[src/rtl/niu32_mmio_if.sv]
// Bus interface between the Niu32 memory stage (master) and the MMIO block (slave).
// Carries the MAR address, store data, the WrMem/DrMem strobes and the
// combinational hit/read-data return path.
interface niu32_mmio_if #(
    parameter int WORD_SIZE = 32
);
    logic [WORD_SIZE-1:0] addr;
    logic [WORD_SIZE-1:0] wdata;
    logic [WORD_SIZE-1:0] rdata;
    logic                 we;
    logic                 re;
    logic                 hit;

    modport master (
        output addr, wdata, we, re,
        input  hit, rdata
    );

    modport slave (
        input  addr, wdata, we, re,
        output hit, rdata
    );
endinterface

[src/rtl/niu32_mmio.sv]
// Niu32 memory-mapped I/O controller.
// Claims six full-word addresses in the 0xFFFF0000 I/O window, owns the HEX/LEDR/LEDG
// output registers, synchronises KEY/SWITCH and keeps sticky key-press flags.
// Optional build macro: NIU32_KEY_DEBOUNCE_EN adds a per-key stability counter
// after the key synchroniser (DEBOUNCE_CYCLES consecutive differing cycles).
module niu32_mmio #(
    parameter int                   WORD_SIZE       = 32,
    parameter logic [WORD_SIZE-1:0] ADDR_HEX        = 32'hFFFF0000,
    parameter logic [WORD_SIZE-1:0] ADDR_LEDR       = 32'hFFFF0020,
    parameter logic [WORD_SIZE-1:0] ADDR_LEDG       = 32'hFFFF0040,
    parameter logic [WORD_SIZE-1:0] ADDR_KEY        = 32'hFFFF0100,
    parameter logic [WORD_SIZE-1:0] ADDR_KEYEDGE    = 32'hFFFF0104,
    parameter logic [WORD_SIZE-1:0] ADDR_SWITCH     = 32'hFFFF0120,
    parameter logic [15:0]          DEBOUNCE_CYCLES = 16'd50000
) (
    input  logic               clk,
    input  logic               reset_n,
    niu32_mmio_if.slave        bus,
    input  logic [3:0]         KEY,
    input  logic [9:0]         SWITCH,
    output logic [9:0]         LEDR,
    output logic [7:0]         LEDG,
    output logic [6:0]         HEX0,
    output logic [6:0]         HEX1,
    output logic [6:0]         HEX2,
    output logic [6:0]         HEX3
);

    logic        sel_hex, sel_ledr, sel_ledg, sel_key, sel_keyedge, sel_switch;
    logic [15:0] hex_reg;
    logic [9:0]  ledr_reg;
    logic [7:0]  ledg_reg;
    logic [3:0]  keyedge;
    logic [3:0]  edge_clr;
    logic [3:0]  key_s1, key_s2;
    logic [9:0]  sw_s1, sw_s2;
    logic [3:0]  key_level;
    logic [3:0]  key_level_d;
    logic        unused_wdata;

    assign unused_wdata = ^bus.wdata[WORD_SIZE-1:16];

    // Seven-segment decode, active-low, bit 6 = g ... bit 0 = a.
    function automatic logic [6:0] seg7(input logic [3:0] nib);
        logic [6:0] s;
        case (nib)
            4'h0: s = 7'h40;
            4'h1: s = 7'h79;
            4'h2: s = 7'h24;
            4'h3: s = 7'h30;
            4'h4: s = 7'h19;
            4'h5: s = 7'h12;
            4'h6: s = 7'h02;
            4'h7: s = 7'h78;
            4'h8: s = 7'h00;
            4'h9: s = 7'h10;
            4'hA: s = 7'h08;
            4'hB: s = 7'h03;
            4'hC: s = 7'h46;
            4'hD: s = 7'h21;
            4'hE: s = 7'h06;
            default: s = 7'h0E;
        endcase
        return s;
    endfunction

    // Exact full-word address decode; hit is purely combinational.
    always_comb begin
        sel_hex     = (bus.addr == ADDR_HEX);
        sel_ledr    = (bus.addr == ADDR_LEDR);
        sel_ledg    = (bus.addr == ADDR_LEDG);
        sel_key     = (bus.addr == ADDR_KEY);
        sel_keyedge = (bus.addr == ADDR_KEYEDGE);
        sel_switch  = (bus.addr == ADDR_SWITCH);
    end

    assign bus.hit = sel_hex | sel_ledr | sel_ledg | sel_key | sel_keyedge | sel_switch;

    // Output register writes; pins follow on the same edge that samples we.
    always_ff @(posedge clk or negedge reset_n) begin
        if (!reset_n) begin
            hex_reg  <= '0;
            ledr_reg <= '0;
            ledg_reg <= '0;
        end else if (bus.we) begin
            if (sel_hex)  hex_reg  <= bus.wdata[15:0];
            if (sel_ledr) ledr_reg <= bus.wdata[9:0];
            if (sel_ledg) ledg_reg <= bus.wdata[7:0];
        end
    end

    // Two-flop synchronisers; reset to keys released (high) and switches off.
    always_ff @(posedge clk or negedge reset_n) begin
        if (!reset_n) begin
            key_s1 <= 4'hF;
            key_s2 <= 4'hF;
            sw_s1  <= '0;
            sw_s2  <= '0;
        end else begin
            key_s1 <= KEY;
            key_s2 <= key_s1;
            sw_s1  <= SWITCH;
            sw_s2  <= sw_s1;
        end
    end

`ifdef NIU32_KEY_DEBOUNCE_EN
    logic [3:0]       key_sync;
    logic [3:0]       key_db, key_db_d;
    logic [3:0][15:0] db_cnt, db_cnt_d;

    assign key_sync = ~key_s2;

    // Per-key stability counter: the debounced level flips only after the
    // synchronised level has disagreed with it for DEBOUNCE_CYCLES cycles in a row.
    always_comb begin
        key_db_d = key_db;
        db_cnt_d = '0;
        for (int i = 0; i < 4; i++) begin
            if (key_sync[i] != key_db[i]) begin
                if (db_cnt[i] == DEBOUNCE_CYCLES - 16'd1) begin
                    key_db_d[i] = key_sync[i];
                end else begin
                    db_cnt_d[i] = db_cnt[i] + 16'd1;
                end
            end
        end
    end

    // Debounce state; reset discards any partially counted transition.
    always_ff @(posedge clk or negedge reset_n) begin
        if (!reset_n) begin
            key_db <= '0;
            db_cnt <= '0;
        end else begin
            key_db <= key_db_d;
            db_cnt <= db_cnt_d;
        end
    end

    assign key_level   = key_db;
    assign key_level_d = key_db_d;
`else
    logic [15:0] unused_debounce;

    assign unused_debounce = DEBOUNCE_CYCLES;
    assign key_level       = ~key_s2;
    assign key_level_d     = ~key_s1;
`endif

    assign edge_clr = (bus.we && sel_keyedge) ? bus.wdata[3:0] : 4'h0;

    // Sticky press flags: rising key level sets, write-1 clears, set wins a tie.
    always_ff @(posedge clk or negedge reset_n) begin
        if (!reset_n) begin
            keyedge <= '0;
        end else begin
            keyedge <= (keyedge & ~edge_clr) | (key_level_d & ~key_level);
        end
    end

    // Combinational read mux, zero-extended, zero unless re on a mapped address.
    always_comb begin
        bus.rdata = '0;
        if (bus.re) begin
            if (sel_hex)     bus.rdata[15:0] = hex_reg;
            if (sel_ledr)    bus.rdata[9:0]  = ledr_reg;
            if (sel_ledg)    bus.rdata[7:0]  = ledg_reg;
            if (sel_key)     bus.rdata[3:0]  = key_level;
            if (sel_keyedge) bus.rdata[3:0]  = keyedge;
            if (sel_switch)  bus.rdata[9:0]  = sw_s2;
        end
    end

    assign LEDR = ledr_reg;
    assign LEDG = ledg_reg;
    assign HEX0 = seg7(hex_reg[3:0]);
    assign HEX1 = seg7(hex_reg[7:4]);
    assign HEX2 = seg7(hex_reg[11:8]);
    assign HEX3 = seg7(hex_reg[15:12]);

endmodule
[src/flat_wrapper.sv]
// flat-port wrapper written by rule: the top's interface ports become plain ports
module niu32_mmio_flat 
#(
    parameter int                   WORD_SIZE       = 32,
    parameter logic [WORD_SIZE-1:0] ADDR_HEX        = 32'hFFFF0000,
    parameter logic [WORD_SIZE-1:0] ADDR_LEDR       = 32'hFFFF0020,
    parameter logic [WORD_SIZE-1:0] ADDR_LEDG       = 32'hFFFF0040,
    parameter logic [WORD_SIZE-1:0] ADDR_KEY        = 32'hFFFF0100,
    parameter logic [WORD_SIZE-1:0] ADDR_KEYEDGE    = 32'hFFFF0104,
    parameter logic [WORD_SIZE-1:0] ADDR_SWITCH     = 32'hFFFF0120,
    parameter logic [15:0]          DEBOUNCE_CYCLES = 16'd50000
)
  (clk, reset_n, KEY, SWITCH, LEDR, LEDG, HEX0, HEX1, HEX2, HEX3, bus_addr, bus_wdata, bus_we, bus_re, bus_hit, bus_rdata);
  niu32_mmio_if #(.WORD_SIZE(WORD_SIZE)) bus_i ();
  input  logic clk;
  input  logic reset_n;
  input  logic [3:0] KEY;
  input  logic [9:0] SWITCH;
  output logic [9:0] LEDR;
  output logic [7:0] LEDG;
  output logic [6:0] HEX0;
  output logic [6:0] HEX1;
  output logic [6:0] HEX2;
  output logic [6:0] HEX3;
  input wire logic [$bits(bus_i.addr)-1:0] bus_addr;
  input wire logic [$bits(bus_i.wdata)-1:0] bus_wdata;
  input wire logic [$bits(bus_i.we)-1:0] bus_we;
  input wire logic [$bits(bus_i.re)-1:0] bus_re;
  output wire logic [$bits(bus_i.hit)-1:0] bus_hit;
  output wire logic [$bits(bus_i.rdata)-1:0] bus_rdata;
  assign bus_i.addr = bus_addr;
  assign bus_i.wdata = bus_wdata;
  assign bus_i.we = bus_we;
  assign bus_i.re = bus_re;
  assign bus_hit = bus_i.hit;
  assign bus_rdata = bus_i.rdata;
  niu32_mmio #(.WORD_SIZE(WORD_SIZE), .ADDR_HEX(ADDR_HEX), .ADDR_LEDR(ADDR_LEDR), .ADDR_LEDG(ADDR_LEDG), .ADDR_KEY(ADDR_KEY), .ADDR_KEYEDGE(ADDR_KEYEDGE), .ADDR_SWITCH(ADDR_SWITCH), .DEBOUNCE_CYCLES(DEBOUNCE_CYCLES)) u_core (.clk(clk), .reset_n(reset_n), .bus(bus_i), .KEY(KEY), .SWITCH(SWITCH), .LEDR(LEDR), .LEDG(LEDG), .HEX0(HEX0), .HEX1(HEX1), .HEX2(HEX2), .HEX3(HEX3));
endmodule
[config.mk]
export PLATFORM = sky130hd
export DESIGN_NAME = niu32_mmio_flat
export DESIGN_NICKNAME = d
export VERILOG_FILES = /design/src/rtl/niu32_mmio_if.sv /design/src/rtl/niu32_mmio.sv /design/src/flat_wrapper.sv
export SDC_FILE = /design/constraint.sdc
export NUM_CORES = 1
export LEC_CHECK = 0
export BUFFER_PORTS_ARGS = -buffer_cell sky130_fd_sc_hd__buf_2
export CAP_MARGIN = 0
export CORE_MARGIN = 2
export CORE_UTILIZATION = 46
export CTS_BUF_LIST = sky130_fd_sc_hd__clkbuf_4
export CTS_CLUSTER_DIAMETER = 50
export DETAILED_ROUTE_END_ITERATION = 16
export PLACE_DENSITY = 0.78
export REMOVE_ABC_BUFFERS = 1
export SLEW_MARGIN = 20
export SYNTH_ARGS = -nofsm -noshare
export SYNTH_HDL_FRONTEND = slang
export SYNTH_SLANG_ARGS = --single-unit
[constraint.sdc]
create_clock -name clk -period 1.7 [get_ports clk]
set_input_delay 0.085 -clock clk [delete_from_list [all_inputs] [get_ports clk]]
set_output_delay 0.085 -clock clk [all_outputs]
set_load 0.02 [all_outputs]
==> run summary <==
The total inserted antenna cells is 0. The met3 track demand over resource in global routing is 4.17%, and the area growth from synthesis to final layout is 71.7%. 161 I/O pins were placed. Required time of the critical path: 1.62 ns. Number of instances in the synthesized netlist: 400. The routed design has 14.3 mm of wire. Summed over all nets, the half-perimeter wirelength after detailed placement is 8.07 mm. The startpoint identified for the worst register-to-register timing path is u_core.hex_reg[1]. In this run the remaining antenna-violating nets after routing total 0. The largest net degree at the start of global routing was 67; the maximum vdd drop was 0.556 mV. The total die area is 9530 µm². In this run, distinct cell masters in the synthesized netlist total 52. Once layout is complete, the utilization of the core stands at 80.5%. Timing would allow up to 0.515 GHz.

For the worst flop-to-flop path, the logic depth is 3. The path class of the tightest hold or removal check is primary input to asynchronous set/reset pin. The average cell area after synthesis is 10.1 µm², and the period utilization is 114%. Setup violations remaining at the end of the flow were counted as 36. Of the synthesized area, sequential elements account for 41.2%. Of all nets on the critical path, the largest fanout is 2. The site row count is 34.

The number of buffers inserted during clock tree synthesis is 9, and the flip-flop count of the largest register after layout is 16. TritonCTS built the clock tree. Headroom to the max-slew limit came out at 63.8%. The tools report the H-tree level count as 3.

The logs give 0 for the initial antenna violation count and 2 for the maximum root-to-sink buffer count. Global routing finished with a remaining overflow of 0. The flow ran to the end, but the final reports show violations. In this run, synthesis produced a sequential element count of 66. The clock insertion delay at the later pin of the skew report is 0.42 ns, and the x dimension of the die is 97.6 µm.

The Yosys step of the flow raised 0 warnings. For the count of endpoints failing hold in the final timing report, the log shows 0. The root buffer cell chosen for the clock tree is sky130_fd_sc_hd__clkbuf_4.

The count of flip-flops with a built-in enable after synthesis is 0, and the share of post-route cells with drive strength above 1 is 64.5%. The floorplan die height works out to 97.6 µm. For the slack of the worst reg-to-reg path, the log shows 0.63 ns.

In this run the most used layer during global routing was met2. The number of clock sinks seen by CTS was 66; the post-detailed-route DRC marker count was 0. The total track usage is 26.0%, and the longest individual stage delay on the worst path is 0.38 ns. Max-cap violations in this run came to 0. For this design the ratio of total power to cell area is 440 nW/µm².

For the worst setup path, the data arrival time is 1.86 ns. The global placement routability congestion was 0.926; the routing usage on met1 was 30.2%. The signal on the critical path passes through nor3_1, a2111oi_2, a2bb2o_2, a211oi_2, buf_4. Dividing the detail-routed via count by the number of cells gives 5.52. The detailed router finished its first iteration with 228 violations.

The number of port buffers was 128. The run gives 4110 as the number of global-route vias before repair. The net total in the final layout is 749. The met2 capacity usage during global routing came out at 47.7%.

The placeable core area is 8590 µm². The share of flip-flops with an asynchronous set or reset was 100%; the initial standard-cell utilization of the core was 46.9%. Count of fill cells added during filler insertion: 482.

The clock slew at the register clock pins of the worst setup and hold paths is 0.11 ns, and the minimum setup slack in the final design is -0.241 ns. The cell area after synthesis was 4030 µm²; the static leakage was 3.20 nW. For the pin with the worst max-slew slack, the measured transition is 0.541 ns. Clock skew on the completed layout was measured at 0.0173 ns. The first detailed-routing pass took 5 iterations.

The average wire length per cell after detail routing was 18.9 µm. The worst setup path is of the flop to primary output kind. The slowest stage of the critical path belongs to the cell sky130_fd_sc_hd__dfrtp_1.

The routed layout has 4174 vias. The first global-routing pass estimated 20.0 mm of wire. The final reports fail on setup timing. The worst setup path is launched from a flop. Setup repair after global routing could not meet its margin everywhere. Grouping stages by cell kind, the critical path spends the most delay in compound AO/OA/AOI/OAI gates. The count of pins over their slew limit came out at 0. The tools report the setup slack at placement as -0.356 ns. The worst setup path is captured at a primary output.

The flip-flop cell with the highest count after synthesis is sky130_fd_sc_hd__dfrtp_1. The tools report the endpoint of the most critical register-to-register path as u_core.hex_reg[1]. The sequential cells in the finished layout cover a total of 1670 µm². For the area taken by multi-input logic gates, the log shows 2890 µm². The post-route minimum period was 1.94 ns; the combined buffer and inverter count along the critical path was 1.
-- report_power, final --
| part | internal (mW) | switching, mW |
|---|---|---|
| registers | 1.61 | 0.0135 |
| clock network | 0.511 | 0.547 |
| logic | 0.169 | 0.196 |
-- routing by layer --
layer  up-vias  share of wire, %
li1       1890                 -
met1      2051                39
met2       200                53
met3        33               5.3
met4         0               2.6
met5         -                 0
-- through the flow --
| step | hold WS [ns] | total power, mW | cell area [µm²] | setup TNS (ns) | instances |
|---|---|---|---|---|---|
| after floorplan | -0.211 | 1.73 | 3890 | -14.34 | 381 |
| after global placement | 0.119 | 1.92 | 5040 | -12.66 | 662 |
| after detailed placement | 0.125 | 1.93 | 5040 | -13.82 | 662 |
| after CTS | 0.194 | 3.04 | 6300 | -1.88 | 734 |
| after global routing | 0.203 | 3.17 | 6920 | -5.75 | 756 |
| final | 0.197 | 3.05 | 6920 | -2.76 | 756 |
-- cell usage after synthesis, types with 2 or more instances --
library cell,number,area share (%)
sky130_fd_sc_hd__mux2i_1,14,3.5
sky130_fd_sc_hd__o22ai_1,2,0.31
sky130_fd_sc_hd__nor3b_1,2,0.37
sky130_fd_sc_hd__a211oi_1,4,0.75
sky130_fd_sc_hd__o21ai_0,21,2.6
sky130_fd_sc_hd__nor2_1,24,2.2
sky130_fd_sc_hd__nand3b_1,2,0.37
sky130_fd_sc_hd__nand2_1,24,2.2
sky130_fd_sc_hd__nand2b_1,11,1.7
sky130_fd_sc_hd__o21a_1,2,0.37
sky130_fd_sc_hd__nand3_1,9,1.1
sky130_fd_sc_hd__a21o_1,3,0.56
sky130_fd_sc_hd__a21oi_1,14,1.7
sky130_fd_sc_hd__or4_1,3,0.56
sky130_fd_sc_hd__nor2b_1,7,1.1
sky130_fd_sc_hd__and4_1,2,0.43
sky130_fd_sc_hd__a31oi_1,2,0.31
sky130_fd_sc_hd__a2111oi_0,3,0.65
sky130_fd_sc_hd__dfrtp_1,58,36
sky130_fd_sc_hd__nor3_1,19,2.4
sky130_fd_sc_hd__clkbuf_1,15,1.4
sky130_fd_sc_hd__or3_1,6,0.93
sky130_fd_sc_hd__a22o_1,5,1.1
sky130_fd_sc_hd__nand4_1,6,0.93
sky130_fd_sc_hd__ha_1,24,7.5
sky130_fd_sc_hd__nand4_2,2,0.62
sky130_fd_sc_hd__o32ai_1,5,1.1
sky130_fd_sc_hd__inv_1,22,2.0
sky130_fd_sc_hd__buf_1,2,0.19
sky130_fd_sc_hd__o32a_1,2,0.50
sky130_fd_sc_hd__or4b_2,2,0.50
sky130_fd_sc_hd__mux2_2,37,10
sky130_fd_sc_hd__a22oi_1,4,0.75
sky130_fd_sc_hd__dfstp_2,8,5.2
sky130_fd_sc_hd__buf_4,16,3.0
sky130_fd_sc_hd__and2_1,2,0.31
-- cells in the final DEF, fill, tap and decap left out, drive strengths merged, types with 5 or more instances in the layout --
| master | instances |
|---|---|
| buf | 220 |
| dfrtp | 58 |
| mux2 | 37 |
| dlygate4sd3 | 31 |
| ha | 24 |
| nor2 | 24 |
| nand2 | 24 |
| o21ai | 21 |
| inv | 21 |
| nor3 | 19 |
| conb | 16 |
| mux2i | 14 |
| a21oi | 14 |
| clkbuf | 13 |
| nand2b | 11 |
| nand4 | 9 |
| nand3 | 9 |
| dfstp | 8 |
| nor2b | 7 |
| or3 | 6 |
| a22o | 5 |
| o32ai | 5 |
-- worst reg2reg max path, stage by stage, from the launching register on --
cell	delay (ns)
sky130_fd_sc_hd__dfrtp_1	0.42
sky130_fd_sc_hd__buf_6	0.16
sky130_fd_sc_hd__buf_6	0.12
sky130_fd_sc_hd__mux2_2	0.26
-- cell type report --
class | count | share of cell area, %
Multi-Input combinational cell | 293 | 41.8
Inverter | 22 | 1.57
Timing Repair Buffer | 251 | 28.6
Clock buffer | 13 | 1.41
Tap cell | 108 | 1.95
Clock inverter | 3 | 0.579
Sequential cell | 66 | 24.1
-- worst max-delay path by stage --
stage                 startpoint  cells after the start      endpoint  slack, ns
2_1_floorplan        bus_addr[9]                      4  bus_rdata[3]      -0.64
3_3_place_gp         bus_addr[9]                      7  bus_rdata[3]      -0.34
3_5_place_dp         bus_addr[9]                      7  bus_rdata[3]      -0.36
4_1_cts        u_core.hex_reg[2]                      5  bus_rdata[2]      -0.25
5_1_grt           u_core.LEDR[2]                      5  bus_rdata[2]      -0.32
6_report       u_core.hex_reg[2]                      5  bus_rdata[2]      -0.24
-- cells by family after synthesis --
group,synth area share (%)
simple gates,18.0
compound gates,12.0
flops,41.2
buf+inv,6.89
mux,14.4
fa+ha+maj,7.45
other cells,0.0930
-- repair_timing --
action	CTS	global route
hold endpoints to repair	115	0
gates resized for setup	175	106
endpoints found under the setup margin	45	45
pin swaps	34	34
hold buffers	31	0
setup buffers	26	22
Note: power is estimated with default switching activity, not from simulation.
